`config.mk`:
```
export PLATFORM = sky130hd
export DESIGN_NAME = uart_rx_flat
export DESIGN_NICKNAME = d
export VERILOG_FILES = /design/src/rtl/uart_pkg.sv /design/src/rtl/uart_rx_if.sv /design/src/rtl/sync_2ff.sv /design/src/rtl/uart_rx.sv /design/src/flat_wrapper.sv
export SDC_FILE = /design/constraint.sdc
export NUM_CORES = 1
export LEC_CHECK = 0
export BUFFER_PORTS_ARGS = -buffer_cell sky130_fd_sc_hd__buf_2
export CAP_MARGIN = 30
export CORE_UTILIZATION = 50
export CTS_CLUSTER_DIAMETER = 150
export CTS_CLUSTER_SIZE = 14
export DETAILED_ROUTE_END_ITERATION = 10
export GPL_TIMING_DRIVEN = 0
export HOLD_SLACK_MARGIN = 0.06
export PLACE_DENSITY = 0.7
export SLEW_MARGIN = 20
export SYNTH_ARGS = -nofsm -noshare
export SYNTH_HDL_FRONTEND = slang
export SYNTH_SLANG_ARGS = --single-unit
```
`constraint.sdc`:
```
create_clock -name clk -period 2.45 [get_ports clk]
set_input_delay 0.1225 -clock clk [delete_from_list [all_inputs] [get_ports clk]]
set_output_delay 0.1225 -clock clk [all_outputs]
set_load 0.02 [all_outputs]
```
`src/rtl/uart_pkg.sv`:
```
// Shared UART definitions: receiver state encoding and the default
// oversample / payload widths used by the sender, receiver and baud generator.
package uart_pkg;

  typedef enum logic [2:0] {
    IDLE,
    START,
    DATA,
    PARITY,
    STOP
  } rx_state_t;

  localparam int OVERSAMPLE_DEF = 8;
  localparam int DATA_BITS_DEF  = 8;

endpackage

```
`src/rtl/uart_rx_if.sv`:
```
// Receiver-side signal bundle: baud tick and serial line in, byte and
// status strobes out. The master modport drives the line, the slave receives.
interface uart_rx_if
  import uart_pkg::*;
#(
  parameter int DATA_BITS = DATA_BITS_DEF
);

  logic                 baud_tick;
  logic                 rx;
  logic [DATA_BITS-1:0] rx_data;
  logic                 rx_done;
  logic                 rx_busy;
  logic                 frame_err;
  logic                 parity_err;

  modport master (
    output baud_tick, rx,
    input  rx_data, rx_done, rx_busy, frame_err, parity_err
  );

  modport slave (
    input  baud_tick, rx,
    output rx_data, rx_done, rx_busy, frame_err, parity_err
  );

endinterface

```
`src/rtl/sync_2ff.sv`:
```
// Two-flop synchroniser for a single asynchronous input. The reset value is
// a parameter so an idle-high line does not look like a start edge.
module sync_2ff #(
  parameter logic RESET_VAL = 1'b0
) (
  input  logic clk,
  input  logic reset,
  input  logic d_i,
  output logic q_o
);

  logic meta_q;
  logic sync_q;

  // Two back-to-back flops; the first may go metastable, the second settles it.
  always_ff @(posedge clk) begin
    if (reset) begin
      meta_q <= RESET_VAL;
      sync_q <= RESET_VAL;
    end else begin
      meta_q <= d_i;
      sync_q <= meta_q;
    end
  end

  assign q_o = sync_q;

endmodule

```
`src/rtl/uart_rx.sv`:
```
// UART receiver: 8N1 (LSB first), oversampled by the shared baud tick.
// Optional even-parity bit between data and stop when UART_RX_PARITY_EN
// is defined; otherwise parity_err is tied low.
//
// state  | meaning
// IDLE   | waiting; armed once line seen high, start on armed + low
// START  | counting to mid start bit to reject glitches
// DATA   | sampling payload bits at mid-bit, shifting in LSB first
// PARITY | sampling the even-parity bit (parity build only)
// STOP   | sampling the stop bit, issuing done / error strobe
module uart_rx
  import uart_pkg::*;
#(
  parameter int OVERSAMPLE = OVERSAMPLE_DEF,
  parameter int DATA_BITS  = DATA_BITS_DEF
) (
  input  logic     clk,
  input  logic     reset,
  uart_rx_if.slave bus
);

  localparam int TW = $clog2(OVERSAMPLE);
  localparam int BW = $clog2(DATA_BITS + 1);

  localparam logic [TW-1:0] TICK_MID  = TW'(OVERSAMPLE / 2 - 1);
  localparam logic [TW-1:0] TICK_LAST = TW'(OVERSAMPLE - 1);
  localparam logic [BW-1:0] BIT_LAST  = BW'(DATA_BITS - 1);

  logic rxs;

  rx_state_t            state_q,    state_d;
  logic [TW-1:0]        tick_cnt_q, tick_cnt_d;
  logic [BW-1:0]        bit_cnt_q,  bit_cnt_d;
  logic [DATA_BITS-1:0] shift_q,    shift_d;
  logic [DATA_BITS-1:0] data_q,     data_d;
  logic                 armed_q,    armed_d;
  logic                 done_q,     done_d;
  logic                 ferr_q,     ferr_d;
`ifdef UART_RX_PARITY_EN
  logic                 perr_q,     perr_d;
  logic                 pflag_q,    pflag_d;
`endif

  sync_2ff #(
    .RESET_VAL (1'b1)
  ) u_sync (
    .clk   (clk),
    .reset (reset),
    .d_i   (bus.rx),
    .q_o   (rxs)
  );

  // State, counters, data and strobe registers.
  always_ff @(posedge clk) begin
    if (reset) begin
      state_q    <= IDLE;
      tick_cnt_q <= '0;
      bit_cnt_q  <= '0;
      shift_q    <= '0;
      data_q     <= '0;
      armed_q    <= 1'b0;
      done_q     <= 1'b0;
      ferr_q     <= 1'b0;
`ifdef UART_RX_PARITY_EN
      perr_q     <= 1'b0;
      pflag_q    <= 1'b0;
`endif
    end else begin
      state_q    <= state_d;
      tick_cnt_q <= tick_cnt_d;
      bit_cnt_q  <= bit_cnt_d;
      shift_q    <= shift_d;
      data_q     <= data_d;
      armed_q    <= armed_d;
      done_q     <= done_d;
      ferr_q     <= ferr_d;
`ifdef UART_RX_PARITY_EN
      perr_q     <= perr_d;
      pflag_q    <= pflag_d;
`endif
    end
  end

  // Next-state logic; everything holds except on baud ticks, strobes self-clear.
  always_comb begin
    state_d    = state_q;
    tick_cnt_d = tick_cnt_q;
    bit_cnt_d  = bit_cnt_q;
    shift_d    = shift_q;
    data_d     = data_q;
    armed_d    = armed_q;
    done_d     = 1'b0;
    ferr_d     = 1'b0;
`ifdef UART_RX_PARITY_EN
    perr_d     = 1'b0;
    pflag_d    = pflag_q;
`endif

    if (bus.baud_tick) begin
      case (state_q)
        IDLE: begin
          if (armed_q && !rxs) begin
            state_d    = START;
            tick_cnt_d = '0;
            armed_d    = 1'b0;
          end else if (rxs) begin
            armed_d = 1'b1;
          end
        end

        START: begin
          if (tick_cnt_q == TICK_MID) begin
            tick_cnt_d = '0;
            if (!rxs) begin
              state_d   = DATA;
              bit_cnt_d = '0;
`ifdef UART_RX_PARITY_EN
              pflag_d   = 1'b0;
`endif
            end else begin
              state_d = IDLE;
            end
          end else begin
            tick_cnt_d = tick_cnt_q + 1'b1;
          end
        end

        DATA: begin
          if (tick_cnt_q == TICK_LAST) begin
            shift_d    = {rxs, shift_q[DATA_BITS-1:1]};
            tick_cnt_d = '0;
            bit_cnt_d  = bit_cnt_q + 1'b1;
            if (bit_cnt_q == BIT_LAST) begin
`ifdef UART_RX_PARITY_EN
              state_d = PARITY;
`else
              state_d = STOP;
`endif
            end
          end else begin
            tick_cnt_d = tick_cnt_q + 1'b1;
          end
        end

`ifdef UART_RX_PARITY_EN
        PARITY: begin
          if (tick_cnt_q == TICK_LAST) begin
            pflag_d    = rxs ^ (^shift_q);
            tick_cnt_d = '0;
            state_d    = STOP;
          end else begin
            tick_cnt_d = tick_cnt_q + 1'b1;
          end
        end
`endif

        STOP: begin
          if (tick_cnt_q == TICK_LAST) begin
            tick_cnt_d = '0;
            state_d    = IDLE;
            if (!rxs) begin
              ferr_d = 1'b1;
`ifdef UART_RX_PARITY_EN
            end else if (pflag_q) begin
              perr_d = 1'b1;
`endif
            end else begin
              done_d = 1'b1;
              data_d = shift_q;
            end
          end else begin
            tick_cnt_d = tick_cnt_q + 1'b1;
          end
        end

        default: begin
          state_d    = IDLE;
          tick_cnt_d = '0;
        end
      endcase
    end
  end

  assign bus.rx_data   = data_q;
  assign bus.rx_done   = done_q;
  assign bus.frame_err = ferr_q;
  assign bus.rx_busy   = (state_q != IDLE);
`ifdef UART_RX_PARITY_EN
  assign bus.parity_err = perr_q;
`else
  assign bus.parity_err = 1'b0;
`endif

endmodule

```
`src/flat_wrapper.sv`:
```
// flat-port wrapper written by rule: the top's interface ports become plain ports
module uart_rx_flat import uart_pkg::*;
#(
  parameter int OVERSAMPLE = OVERSAMPLE_DEF,
  parameter int DATA_BITS  = DATA_BITS_DEF
)
  (clk, reset, bus_baud_tick, bus_rx, bus_rx_data, bus_rx_done, bus_rx_busy, bus_frame_err, bus_parity_err);
  uart_rx_if #(.DATA_BITS(DATA_BITS)) bus_i ();
  input  logic clk;
  input  logic reset;
  input wire logic [$bits(bus_i.baud_tick)-1:0] bus_baud_tick;
  input wire logic [$bits(bus_i.rx)-1:0] bus_rx;
  output wire logic [$bits(bus_i.rx_data)-1:0] bus_rx_data;
  output wire logic [$bits(bus_i.rx_done)-1:0] bus_rx_done;
  output wire logic [$bits(bus_i.rx_busy)-1:0] bus_rx_busy;
  output wire logic [$bits(bus_i.frame_err)-1:0] bus_frame_err;
  output wire logic [$bits(bus_i.parity_err)-1:0] bus_parity_err;
  assign bus_i.baud_tick = bus_baud_tick;
  assign bus_i.rx = bus_rx;
  assign bus_rx_data = bus_i.rx_data;
  assign bus_rx_done = bus_i.rx_done;
  assign bus_rx_busy = bus_i.rx_busy;
  assign bus_frame_err = bus_i.frame_err;
  assign bus_parity_err = bus_i.parity_err;
  uart_rx #(.OVERSAMPLE(OVERSAMPLE), .DATA_BITS(DATA_BITS)) u_core (.clk(clk), .reset(reset), .bus(bus_i));
endmodule
```
### After elaboration in Yosys (flattened, before gate mapping)

Index checks and enable logic that the tools add are counted.

* flip-flop bits (word level): 31
* input bits: 4
* output and inout port bits: 12
* word-level logic and storage cells: 60

* add/subtract/negate cells: 2
* equal/unequal tests: 12
* mux-type cells: 19
* bitwise operators: 3
* reductions and logical operators: 14

Operator list (number)
* two-way mux 3 bit: 8
* two-way mux 4 bit: 3
* case mux 3 bit (4 select lines): 1
* != test 2 x 1 -> 1 bit, second input constant: 5
* case mux 3 bit (3 select lines): 1
* case mux 4 bit (2 select lines): 1
* == test 3 x 2 -> 1 bit, second input constant: 2
* == test 3 bit, second input constant: 2
* AND reduction 3 bit: 2
* AND reduction 6 bit: 1
* AND reduction 5 bit: 1
* adder 4 x 1 -> 4 bit, second input constant: 1
* == test 4 x 3 -> 1 bit, second input constant: 1
* two-way mux 1 bit: 4
* AND reduction 4 bit: 1
* nonzero test 2 bit: 2
* OR reduction 4 bit: 1
* adder 3 x 1 -> 3 bit, second input constant: 1
* == test 3 x 1 -> 1 bit, second input constant: 1
* logical NOT 3 bit: 1
* NOT 1 bit: 3
* nonzero test 3 bit: 1
* two-way mux 2 bit: 1
* != test 2 bit, second input constant: 1
* 4 further kinds: 4

### Longest topological paths before layout

Gate-level depths: netlist (run 1).

* word-level depth: 4
* gate-level depth with buffers: 7
* mapped depth without buffers: 6

### Hierarchy

A second synthesis (run 1) with hierarchy kept.

* cell total of the unflattened synthesis: 159
* area, all modules: 1425.1 um^2

Modules (own cells, without submodules)
* uart_rx: times used 1, cells each 155, area an instance 1372.6 um^2, sequential area each 580.6 um^2
* sync_2ff: times used 1, cells each 4, area an instance 52.6 um^2, sequential area each 40.0 um^2

### Least setup slack after synthesis (run 1)

No wires, ideal clock.

* path type: reg2reg
* from: register u_core.tick_cnt_q[0]
* to: register u_core.bit_cnt_q[2]
* setup time: 0.088 ns
* data arrival time: 1.647 ns
* data required time: 2.362 ns
* slack: 0.715 ns
* cell stages (with the launch flop): 7
* clock period less this slack: 1.735 ns
* cells stage by stage: dfxtp_1 > ha_1 > ha_1 > or4b_4 > o311ai_4 > nor3_2 > a311oi_2

* word-level cells in the longest chain between the ends: 3
* elaborated cells between the ends (all ways): 5
* those cells by class: eq/ne (4); reduce/logical (1)

RTL lines
* from (decl): RTL line uart_rx.sv:32 `logic [TW-1:0] tick_cnt_q, tick_cnt_d;`
* from (signal assigned): RTL line uart_rx.sv:70 `tick_cnt_q <= tick_cnt_d;`
* == test 3 bit / == test 3 x 2 -> 1 bit (equally long branches): RTL line uart_rx.sv:129, uart_rx.sv:112
* != test 2 x 1 -> 1 bit (no line)
* AND reduction 5 bit (no line) *
* to (signal assigned): RTL line uart_rx.sv:71 `bit_cnt_q <= bit_cnt_d;`
* to (decl): RTL line uart_rx.sv:33 `logic [BW-1:0] bit_cnt_q, bit_cnt_d;`

Mark *: on every way between the ends. The rest lies on a longest branch, timed or not.
A chain may end at the register's enable or synchronous reset.

### Worst setup path in the final report (run 1)

* from: register u_core.tick_cnt_q[0]
* to: register u_core.bit_cnt_q[3]

The elaborated chain is that of the path after synthesis.

==> impl_summary.md, run 1 <==
Run status
The run finished with clean final reports.

Synthesis
The cell area after synthesis is 1420 um2. The count of different cell masters after synthesis is 44. In this run, synthesis produced a sequential element count of 31. Yosys printed 0 warnings. The sequential fraction of the synthesis area is 43.6%. The net count of the mapped netlist is 151. The post-synthesis average cell area is 10.0 um2. Synthesis produced 142 cells.

Layout
The multi-input combinational cells in the finished layout cover a total of 747 um2. The net count of the finished layout is 173. The share of the core filled with cells is 61.6%. The share of layout cells above drive strength 1 is 25.0%. The area growth from synthesis to final layout is 12.2%. Fill cells in the final layout number 228. 0 antenna diodes ended up in the layout. Registers take 621 um2. The finished cells cover 1600 um2.

Setup path
The worst setup path is launched from a flop. For the worst setup path, the data required time is 2690 ps. The largest incremental delay on the critical path is 500 ps.

The highest net fanout along the worst path is 6. The cell seen most often among critical-path stages is sky130_fd_sc_hd__ha_1. The type of element capturing the critical path is a flop.

The number of buffers and inverters on the critical path is 0. The slowest cell on the critical path is sky130_fd_sc_hd__or4b_4. On the critical path the largest part of the delay comes from simple AND/OR/NAND/NOR gates.

For the worst setup path, the data arrival time is 2110 ps. The signal on the critical path passes through ha_1 -> ha_1 -> or4b_4 -> o311ai_4 -> nor3_2 -> a311oi_2. The worst setup path category is reg -> reg.

Global routing
The via count of the first global-routing pass was 1,006. The wire length of the first global-routing pass is 4.53 mm. Entering global routing, the biggest net connects 11 pins. For this run the aggregate overflow at the end of global routing stands at 0.

The number of antenna violations at the first check in global routing came to 0. Global routing used 19.0% of the available tracks.

Die
The floorplan has 18 rows. The die covers 3060 um2. Measured along the x axis, the die boundary spans 55.3 um. 16 I/O pins were placed. The overall die height is 55.3 um. The initial core utilization is 54.9%. The core area is 2590 um2.

STA
The max-slew violation total from the final report is 0. The worst clock skew is 8.07 ps. The worst-case hold slack is 92.3 ps. Headroom to the max-slew limit came out at 62.4%. The share of the clock period used by the worst path is 76.3%. Setup violations remaining at the end of the flow were counted as 0. Setup slack closes at 580 ps. The upper clock frequency limit is 535 MHz. The final setup TNS is 0 ps. Setup repair after global routing left no endpoint under its margin. The transition time at the pin with the least slew margin is 564 ps. The clock period minus final worst setup slack is 1870 ps. The number of endpoints with negative hold slack in the final report came to 0.

Clock network
The number of levels in the clock H-tree is 2. The number of buffers created by CTS is 5. The number of buffers on the longest clock path is 2. The tree built by TritonCTS fans out to 31 sinks. The source-to-sink clock delay at the later pin of the worst-skew pair is 320 ps.

Clock-pin slew was measured on the worst setup and hold paths at 90 ps. TritonCTS built the clock tree. CTS placed an instance of sky130_fd_sc_hd__clkbuf_4 at the clock tree root.

In this run the post-CTS setup repair buffer count came out at 0. The count of hold-fix buffers inserted at cts is 1. Gates resized during post-CTS repair numbered 0.

Placed design
The HPWL after detailed placement is 1.79 mm. The area of placed instances is 1530 um2. The number of buffer cells added on primary ports is 14.

The placement-stage worst setup slack is 603 ps. At the end of routability-driven placement, the weighted congestion stood at 0.786.

Routing
The first-pass iteration count of the detailed router is 2. Using the TritonRoute via totals, the vias-per-cell ratio works out to 5.46. For this block, the via count after detailed routing is 1,060. Dividing the detail-routed wire length by the instance count gives 13.0 um.

The number of design rule violations left after detail routing is 0. Once detail routing completed, the nets flagged for antenna violations numbered 0. The detailed router's first-iteration violation count is 18.

The final routed wirelength across all metal layers is 2.52 mm.

Pwr
The areal power density over the cells is 529 nW/um2. For this design the static power due to leakage is 0.675 nW. The share of power burned in combinational logic is 4.2%. The fraction of power consumed by the clock network is 35.4%. In this run switching power makes up 22.5% of total power. The sequential share of power is 60.5%. The worst vdd rail ir drop is 0.482 mV. The net load switching power is 0.190 mW.

The design internal power is 0.654 mW.

Min path
The min-delay analysis places its worst path in the category in -> reg.

Flow run
The tool flagged a number of max-cap violations equal to 0.
synth_stat cells, drive strengths merged:
cell | n | area, um2
o21ai | 3 | 18.8
nor2 | 21 | 78.8
o311ai | 1 | 26.3
nand2 | 7 | 28.8
buf | 5 | 32.5
nand2b | 3 | 18.8
o31ai | 1 | 7.51
xnor2 | 1 | 8.76
nand4b | 1 | 8.76
or3 | 1 | 11.3
or2 | 2 | 12.5
nand3 | 5 | 25.0
a32oi | 1 | 16.3
a41oi | 1 | 8.76
o21a | 2 | 15.0
conb | 1 | 3.75
a211o | 1 | 10.0
and2 | 3 | 18.8
dfxtp | 31 | 621
or4b | 1 | 13.8
a211oi | 3 | 27.5
a21oi | 4 | 23.8
nand3b | 3 | 22.5
ha | 5 | 62.6
nor3 | 3 | 20.0
o211ai | 1 | 7.51
clkbuf | 2 | 7.51
and2b | 1 | 8.76
inv | 4 | 15.0
mux2i | 17 | 170
nor4 | 1 | 6.26
a311oi | 2 | 30.0
or3b | 2 | 17.5
nand4 | 1 | 6.26
nor3b | 1 | 12.5
registers in the layout, indices dropped and copies added (netlist names):
signal,flops
u_core.tick_cnt_q,3
u_core.bus.rx_done,1
u_core.bit_cnt_q,4
u_core.u_sync.q_o,1
u_core.u_sync.meta_q,1
u_core.state_q,3
u_core.shift_q,8
u_core.bus.rx_data,8
u_core.bus.frame_err,1
u_core.armed_q,1
cell usage in the layout (no fill, tap or decap), drive strengths merged, types with 2 or more instances in the layout:
master / n
inv: 4
nand3: 5
nor2: 21
o21a: 2
clkbuf: 8
buf: 19
a21oi: 4
nand2b: 3
a311oi: 2
and2: 3
ha: 5
nand2: 7
nand3b: 3
o21ai: 3
mux2i: 17
a211oi: 3
dfxtp: 31
or3b: 2
nor3: 3
or2: 2
power by group through the flow:
stage | sequential, mW | clock, mW | combinational, mW
3_5_place_dp | 0.522 | 0 | 0.0338
4_1_cts | 0.510 | 0.313 | 0.0352
5_1_grt | 0.511 | 0.336 | 0.0393
6_report | 0.510 | 0.299 | 0.0352
2_1_floorplan | 0.521 | 0 | 0.0240
3_3_place_gp | 0.522 | 0 | 0.0330
metrics by stage:
stage               cells  power [mW]
finish                194       0.844
global route          194       0.887
CTS                   194       0.859
detailed placement    186       0.556
global placement      186       0.555
floorplan             142       0.545
layer usage:
metal | part of all wire [%] | wire length [um] | up-vias | track usage [%]
met4 | 1.7 | 44 | 0 | 9.64
met3 | 3.0 | 76 | 5 | 4.92
met2 | 47 | 1190 | 13 | 30.1
met1 | 48 | 1210 | 505 | 23.6
met5 | 0 | 0 | - | 0
li1 | - | - | 537 | -
area by class of cell:
| cell class | count | share of cell area, % |
|---|---|---|
| clock buffer | 6 | 3.21 |
| timing repair buffer | 15 | 5.02 |
| multi-input combinational | 100 | 46.8 |
| inverter | 4 | 0.940 |
| clock inverter | 1 | 0.313 |
| tap | 30 | 2.35 |
| buffer | 7 | 2.51 |
| sequential | 31 | 38.9 |
logic make-up after synthesis:
kind of cell	after synthesis	share of synthesized area (%)
compound gates	20	13.5
xor+xnor	1	0.616
fa+ha+maj	5	4.40
buf+inv	11	3.87
flops	31	43.6
mux	17	12.0
other cells	1	0.264
simple gates	56	21.8
final timing paths:
check                                     from  slack, ps  cells past startpoint                                to
max          u_core.tick_cnt_q[0]$_SDFFE_PP0P_        580                      6  u_core.bit_cnt_q[3]$_SDFFE_PP0P_
min                                      reset         90                      3    u_core.state_q[2]$_SDFFE_PP0P_
max reg2reg  u_core.tick_cnt_q[0]$_SDFFE_PP0P_        580                      6  u_core.bit_cnt_q[3]$_SDFFE_PP0P_
min reg2reg    u_core.u_sync.meta_q$_SDFF_PP1_        410                      1      u_core.u_sync.q_o$_SDFF_PP1_
worst min-delay path, stage by stage:
cell	delay [ps]
sky130_fd_sc_hd__buf_2	120
sky130_fd_sc_hd__a211o_2	100
sky130_fd_sc_hd__nand2_1	40
Note: power is estimated with default switching activity, not from simulation.
==> run 2, diff against run 1 <==
- PLACE_DENSITY: 0.7 -> 0.73
- clock period: 2.45 -> 1.6 ns (I/O delays scaled with it)
==> run 2 against run 1 <==
  * Largest power group unchanged
  * Critical endpoint is now u_core.bit_cnt_q[2]$_SDFFE_PP0P_
  * Sequential share of layout area shrank 4.0 points
  * Core utilization grew 7.6 points
  * Non-clock buffer count grew 8
  * Die area is the same
  * Combinational power grew 84%
  * Final area grew 12%
  * The flow now finishes with violations (setup timing)
  * Cell count grew 4.1%
  * Clock-buffer cell count is the same
==> impl_summary.md, run 2 (synthesized netlist as in run 1, its figures left out) <==
Placed design
The number of buffer cells added on primary ports is 14 (unchanged). The cell count after placement is 186 (unchanged). The detailed placement HPWL is 1.92 mm (+7.7%). The placer's final routability congestion estimate was 0.846 (+7.6%).

Global routing
The via count of the first global-routing pass is 1,059 (+5.3%). The wire length of the first global-routing pass is 4.89 mm (+7.8%). The largest net degree at the start of global routing came to 11 (unchanged).

The number of antenna violations at the first check in global routing is 0 (unchanged). The total overflow reported by the global router is 0 (unchanged). The total global routing track utilization was 20.7% (+1.7 points).

STA
Setup repair after global routing could not meet its margin everywhere. The final worst-path setup slack is -122 ps (-702 ps). The final setup TNS is -1070 ps (-1070 ps).

The clock period minus final worst setup slack is 1720 ps (-148 ps). The max-slew violation total from the final report is 0 (unchanged). The count of final setup violators was 23 (+23). The share of the clock period used by the worst path is 108% (+31 points). The worst-case hold slack is 118 ps (+26.0 ps). The worst clock skew came to 12.5 ps (+4.47 ps). The number of endpoints with negative hold slack in the final report came to 0 (unchanged).

The upper clock frequency limit came to 581 MHz (+8.6%).

Routing
The detail-routed net length per standard cell is 14.9 um (+15%). The residual antenna-violating net count after detailed routing came to 0 (unchanged). The number of design rule violations left after detail routing came to 0 (unchanged). The final routed wirelength across all metal layers is 3.02 mm (+20%).

The via count is 1,140 (+7.5%). The via density per instance is 5.64 (+3.3%). The detailed router's first-iteration violation count is 22 (+4). The first-pass iteration count of the detailed router is 4 (+2).

Layout
The net count of the finished layout is 181 (+4.6%). The number of filler cells placed in the layout is 196 (-14%). Compared with the post-synthesis result, the final layout area differs by 26.0%. Leaving out fill and tap cells, the most frequent cell in the layout is sky130_fd_sc_hd__dfxtp_1. Leaving out fill and tap cells, the most frequent cells in the layout are sky130_fd_sc_hd__dfxtp_1, sky130_fd_sc_hd__nor2_1, sky130_fd_sc_hd__mux2i_1, sky130_fd_sc_hd__buf_2, sky130_fd_sc_hd__buf_4. The non-filler instance count after layout is 202 (+4.1%). The total inserted antenna cells came to 0 (unchanged). The share of layout cells above drive strength 1 is 33.1% (+8.1 points).

Clock network
The tree is rooted in a sky130_fd_sc_hd__clkbuf_4. The number of clock sinks is 31 (unchanged). The source-to-sink clock delay at the later pin of the worst-skew pair is 340 ps (+20 ps). The clock-pin slew of the registers on the worst-case setup and hold paths is 100 ps (about the same).

The CTS tree is yes. The number of buffers on the longest clock path is 2 (unchanged). The number of buffers created by CTS is 5 (unchanged). The number of levels in the clock H-tree was 2 (unchanged).

Setup path
The worst register-to-register path ends at u_core.bit_cnt_q[2]$_SDFFE_PP0P_. The worst reg-to-reg setup slack is -120 ps (-700 ps). The beginning of the worst register-to-register path is u_core.tick_cnt_q[1]$_SDFFE_PP0P_. Counting stages on the worst path, the most repeated cell is sky130_fd_sc_hd__ha_4.

The highest net fanout along the worst path came to 6 (unchanged). The worst-case reg-to-reg path depth is 6 (unchanged). The signal on the critical path passes through ha_4 -> ha_4 -> or4b_4 -> o311ai_4 -> nor3_4 -> a311oi_2. STA classifies the critical path startpoint as a flop. The worst setup path category is reg -> reg. STA classifies the critical path endpoint as a flop. The data arrival at the endpoint of the critical path is 1970 ps (-140 ps). The largest individual stage delay along the critical path comes from the cell sky130_fd_sc_hd__or4b_4.

The data required time at the worst endpoint is 1850 ps (-840 ps). The largest incremental delay on the critical path is 500 ps (about the same).

Min path
The worst hold path terminates at u_core.tick_cnt_q[2]$_SDFFE_PP0P_. The worst hold path stage count was 3 (unchanged). The startpoint of the worst hold path is bus_baud_tick.

The path class of the tightest hold or removal check is in -> reg.

Die
The width of the die is 55.3 um (unchanged). The initial core utilization was 54.9% (unchanged). The overall die height is 55.3 um (unchanged). The number of standard-cell rows in the floorplan is 18 (unchanged).

The core area came to 2590 um2 (unchanged). The area of the die is 3060 um2 (unchanged). The number of top-level pins is 16 (unchanged).

Pwr
The standby leakage power is 0.731 nW (+8.3%). The worst vdd rail ir drop is 0.860 mV (+79%). The areal power density over the cells came to 798 nW/um2 (+51%). The total power is 1.43 mW (+70%).

Flow run
The number of max-cap violations is 0 (unchanged).

Run status
The run finished, with violations left. The final reports fail on setup timing.
==> run 2: cell count changes in the layout (fill, tap and decap cells not counted), sizes merged <==
cell         delta
buf             +5
clkbuf          +2
bufinv          +1
clkinv          -1
dlygate4sd3     +1
==> run 2: worst max path at each step <==
stage,start,end,slack (ps)
floorplan,u_core.tick_cnt_q[0]$_SDFFE_PP0P_,u_core.bit_cnt_q[2]$_SDFFE_PP0P_,-30
global placement,u_core.tick_cnt_q[0]$_SDFFE_PP0P_,u_core.shift_q[5]$_SDFFE_PP0P_,-170
detailed placement,u_core.tick_cnt_q[0]$_SDFFE_PP0P_,u_core.shift_q[1]$_SDFFE_PP0P_,-200
CTS,u_core.tick_cnt_q[1]$_SDFFE_PP0P_,u_core.bit_cnt_q[2]$_SDFFE_PP0P_,-130
global route,u_core.tick_cnt_q[1]$_SDFFE_PP0P_,u_core.bit_cnt_q[2]$_SDFFE_PP0P_,-190
finish,u_core.tick_cnt_q[1]$_SDFFE_PP0P_,u_core.bit_cnt_q[2]$_SDFFE_PP0P_,-120
==> run 2: routing by layer <==
metal	track usage, %	share of wire (%)	wire, um	vias up
met5	0	0	0	-
li1	-	-	-	563
met1	25.6	46	1400	552
met4	10.0	1.7	50	0
met2	32.2	49	1470	19
met3	6.79	3.4	102	6
==> run 2: timing repair <==
action	in CTS	in global routing
endpoints found under the setup margin	25	28
endpoints found under the hold margin	2	0
setup buffers	4	1
resized for setup	17	5
hold buffers	2	0
pin swaps	8	5
gates cloned	1	1
==> run 2: report_power, final <==
part | internal (mW) | switching [mW] | total, mW
combinational | 0.0270 | 0.0377 | 0.0648
clock | 0.322 | 0.262 | 0.583
sequential | 0.776 | 0.00587 | 0.782
total | 1.13 | 0.305 | 1.43
==> run 2: worst max-delay path, delay by kind of cell, from the launching register on <==
family | cells | cell delay (ps)
AOI/OAI and AO/OA | 2 | 370
adders and majority gates | 2 | 320
DFF | 1 | 350
and+or+nand+nor | 2 | 600
==> run 2: area by class of cell <==
cell class,instances,area [um2],share of cell area (%)
Tap cell,30,37.5,2.09
Clock buffer,6,41.3,2.30
Multi-Input combinational cell,100,821,45.8
Sequential cell,31,626,34.9
Clock inverter,1,30.0,1.67
Buffer,7,58.8,3.28
Inverter,4,15.0,0.837
Timing Repair Buffer,23,164,9.14
==> run 2: metrics by stage <==
| step | util (%) | instance area, um2 | worst slack, ps |
|---|---|---|---|
| finish | 69.2 | 1790 | -122 |
| global route | 69.2 | 1790 | -193 |
| detailed placement | 59.5 | 1540 | -200 |
| floorplan | - | 1430 | -32.8 |
| CTS | 67.0 | 1730 | -134 |
| global placement | 59.5 | 1540 | -165 |
==> run 3, diff against run 2 <==
--- a/config.mk
+++ b/config.mk
@@ -7,11 +7,10 @@
 export LEC_CHECK = 0
-export BUFFER_PORTS_ARGS = -buffer_cell sky130_fd_sc_hd__buf_2
 export CAP_MARGIN = 30
 export CORE_UTILIZATION = 50
-export CTS_CLUSTER_DIAMETER = 150
 export CTS_CLUSTER_SIZE = 14
 export DETAILED_ROUTE_END_ITERATION = 10
+export DONT_BUFFER_PORTS = 1
 export GPL_TIMING_DRIVEN = 0
 export HOLD_SLACK_MARGIN = 0.06
-export PLACE_DENSITY = 0.73
+export PLACE_DENSITY = 0.68
 export SLEW_MARGIN = 20
==> constraint.sdc (replaced) <==
create_clock -name clk -period 1.6 [get_ports clk]
set_input_delay 0.32 -clock clk [delete_from_list [all_inputs] [get_ports clk]]
set_output_delay 0.32 -clock clk [all_outputs]
set_load 0.02 [all_outputs]
==> run 3 against run 2 <==
  * The flow still finishes with violations (setup timing)
  * Clock-buffer cell count unchanged
  * Cell count down 5.9%
  * Flip-flop and latch count unchanged
  * Maximum frequency up 0.90%
  * Worst hold slack worse by 11 ps
  * Critical path depth unchanged
  * Worst setup slack better by 15 ps
  * Global-route usage down 2.0 points
  * Via count down 5.0%
  * Combinational power down 24%
  * Total power up 1.8%
  * Non-clock buffer count down 13
  * Critical endpoint unchanged
  * Largest cell class unchanged
==> impl_summary.md, run 3 (synthesized netlist as in run 1, its figures left out) <==
Global routing
The wire length of the first global-routing pass was 4.53 mm (-7.2%). The via count of the first global-routing pass is 1,016 (-4.1%). The largest net degree at the start of global routing is 11 (unchanged). The total global routing track utilization is 18.7% (-2.0 points). The number of antenna violations at the first check in global routing is 0 (unchanged). The total overflow reported by the global router is 0 (unchanged).

Placed design
The area of placed instances is 1470 um2 (-4.5%). The number of buffer cells added on primary ports was 0 (-14). The placer's final routability congestion estimate was 0.810 (-4.3%).

The detailed placement HPWL came to 1.80 mm (-6.6%).

Min path
The path class of the tightest hold or removal check is in -> reg.

Clock network
The number of buffers created by CTS is 5 (unchanged). Clock tree synthesis selected as its root buffer the cell sky130_fd_sc_hd__clkbuf_4. The number of clock sinks was 31 (unchanged). The CTS tree is yes. The source-to-sink clock delay at the later pin of the worst-skew pair came to 320 ps (-20 ps). The number of buffers on the longest clock path is 2 (unchanged). The clock-pin slew of the registers on the worst-case setup and hold paths was 90 ps (about the same). The number of levels in the clock H-tree is 2 (unchanged).

Setup path
The data required time at the worst endpoint is 1830 ps (-20 ps). Following the worst setup path forward leads to its endpoint at u_core.bit_cnt_q[2]$_SDFFE_PP0P_. The data arrival at the endpoint of the critical path is 1940 ps (-30 ps).

The startpoint identified for the worst register-to-register timing path is u_core.tick_cnt_q[0]$_SDFFE_PP0P_. The worst setup path is of the reg -> reg kind. The worst reg-to-reg setup slack came to -110 ps (+20 ps).

The reg-to-reg endpoint is u_core.bit_cnt_q[2]$_SDFFE_PP0P_. The worst-case reg-to-reg path depth came to 6 (unchanged). The highest net fanout along the worst path came to 6 (unchanged). The critical path starts at u_core.tick_cnt_q[0]$_SDFFE_PP0P_. The type of element capturing the critical path is a flop. The startpoint type of the worst setup path is a flop.

STA
The clock period minus final worst setup slack is 1710 ps (-15.3 ps). The worst slew margin relative to its limit is 64.1%. The final worst-path setup slack is -107 ps (+15.3 ps).

Setup repair after global routing could not meet its margin everywhere. The share of the clock period used by the worst path came to 107% (-0.96 points). The upper clock frequency limit is 586 MHz (+0.90%). The number of endpoints with negative hold slack in the final report is 0 (unchanged). The worst clock skew is 10.3 ps (-2.20 ps). The count of final setup violators is 10 (-57%). The max-slew violation total from the final report was 0 (unchanged).

For the pin with the worst max-slew slack, the measured transition is 538 ps.

Routing
The final routed wirelength across all metal layers came to 2.70 mm (-10%). The residual antenna-violating net count after detailed routing is 0 (unchanged). The detail-routed net length per standard cell is 14.2 um (-4.7%). The via count is 1,083 (-5.0%). The number of design rule violations left after detail routing is 0 (unchanged). The first-pass iteration count of the detailed router came to 4 (unchanged). The detailed router's first-iteration violation count is 22 (unchanged). The via density per instance is 5.70 (+1.0%).

Layout
The total inserted antenna cells is 0 (unchanged). The share of layout cells above drive strength 1 came to 29.4% (-3.8 points). The net count of the finished layout was 168 (-7.2%).

The number of filler cells placed in the layout is 215 (+9.7%). The top cell types in the final layout, fill and taps aside, are sky130_fd_sc_hd__dfxtp_1, sky130_fd_sc_hd__nor2_1, sky130_fd_sc_hd__mux2i_1, sky130_fd_sc_hd__buf_4, sky130_fd_sc_hd__nand2_1. The area growth from synthesis to final layout is 19.1%. The area of all placed cells without fillers is 1690 um2 (-5.5%).

Leaving out fill and tap cells, the most frequent cell in the layout is sky130_fd_sc_hd__dfxtp_1.

Die
The overall die height was 55.3 um (unchanged). The area of the die is 3060 um2 (unchanged). The number of standard-cell rows in the floorplan is 18 (unchanged).

The core area is 2590 um2 (unchanged). The width of the die is 55.3 um (unchanged). The number of top-level pins was 16 (unchanged). The initial core utilization is 54.9% (unchanged).

Pwr
The standby leakage power is 0.662 nW (-9.4%). The worst vdd rail ir drop was 1.04 mV (+21%). The areal power density over the cells is 859 nW/um2 (+7.7%). The total power is 1.46 mW (+1.8%).

Run status
The flow ran to the end, but the final reports show violations. The final reports fail on setup timing.

Flow run
The number of max-cap violations is 0 (unchanged).
run 3: cell count changes in the layout (fill, tap and decap cells not counted), sizes merged:
cell / delta
buf: -9
clkbuf: -2
dlygate4sd3: -2
clkinv: +1
run 3: critical path: stages, from the launching register on:
cell and delay (ps):
sky130_fd_sc_hd__dfxtp_2 350, sky130_fd_sc_hd__ha_4 170, sky130_fd_sc_hd__ha_4 150, sky130_fd_sc_hd__or4b_4 500, sky130_fd_sc_hd__o311ai_4 120, sky130_fd_sc_hd__nor3_4 100, sky130_fd_sc_hd__a311oi_2 240
run 3: repair_timing:
action / in CTS / in global routing
hold buffers: 0 / 0
pin swaps: 5 / 4
gates resized for setup: 12 / 6
endpoints found under the setup margin: 27 / 27
gates cloned: 1 / 0
hold endpoints to repair: 0 / 0
buffers inserted: 3 / 6
run 3: area by class of cell:
type / instances / area (um2) / share of cell area, %
multi-input cells: 100 / 800 / 47.2
flip-flops and latches: 31 / 628 / 37.1
repair buffers: 10 / 75.1 / 4.43
plain buffers: 7 / 52.6 / 3.10
clock buffers: 6 / 51.3 / 3.03
well taps: 30 / 37.5 / 2.22
clock inverters: 2 / 35.0 / 2.07
inverters: 4 / 15.0 / 0.886
run 3: worst min-delay path by stage:
| stage | startpoint | endpoint | slack [ps] | cells past startpoint |
|---|---|---|---|---|
| after floorplan | u_core.u_sync.meta_q$_SDFF_PP1_ | u_core.u_sync.q_o$_SDFF_PP1_ | 390 | 1 |
| after global placement | u_core.u_sync.meta_q$_SDFF_PP1_ | u_core.u_sync.q_o$_SDFF_PP1_ | 400 | 1 |
| after detailed placement | u_core.u_sync.meta_q$_SDFF_PP1_ | u_core.u_sync.q_o$_SDFF_PP1_ | 400 | 1 |
| after CTS | bus_rx | u_core.u_sync.meta_q$_SDFF_PP1_ | 90 | 1 |
| after global routing | bus_rx | u_core.u_sync.meta_q$_SDFF_PP1_ | 90 | 1 |
| final | bus_rx | u_core.u_sync.meta_q$_SDFF_PP1_ | 110 | 1 |
run 3: metrics by stage:
| stage | setup WS [ps] | instances | hold slack, ps | utilization, % | TNS [ps] |
|---|---|---|---|---|---|
| global placement | -177 | 172 | 396 | 56.8 | -2700 |
| detailed placement | -222 | 172 | 403 | 56.8 | -3470 |
| finish | -107 | 190 | 107 | 65.4 | -361 |
| CTS | -106 | 184 | 92.7 | 62.9 | -623 |
| global route | -147 | 190 | 87.8 | 65.4 | -1830 |
| floorplan | -32.8 | 142 | 389 | - | -102 |
run 3: layer usage:
metal  vias to the layer above  track usage [%]  part of all wire [%]
li1                        531                -                     -
met1                       528             23.7                    46
met2                        20             29.8                    49
met3                         4             5.85                   4.1
met4                         0             6.79                   1.1
met5                         -                0                     0
run 3: power by group:
part           switching [mW]  internal, mW  leakage, nW  total (mW)
logic                  0.0292        0.0201        0.362      0.0493
registers             0.00577         0.775        0.252       0.781
clock network           0.256         0.369       0.0482       0.626
total                   0.291          1.16        0.662        1.46
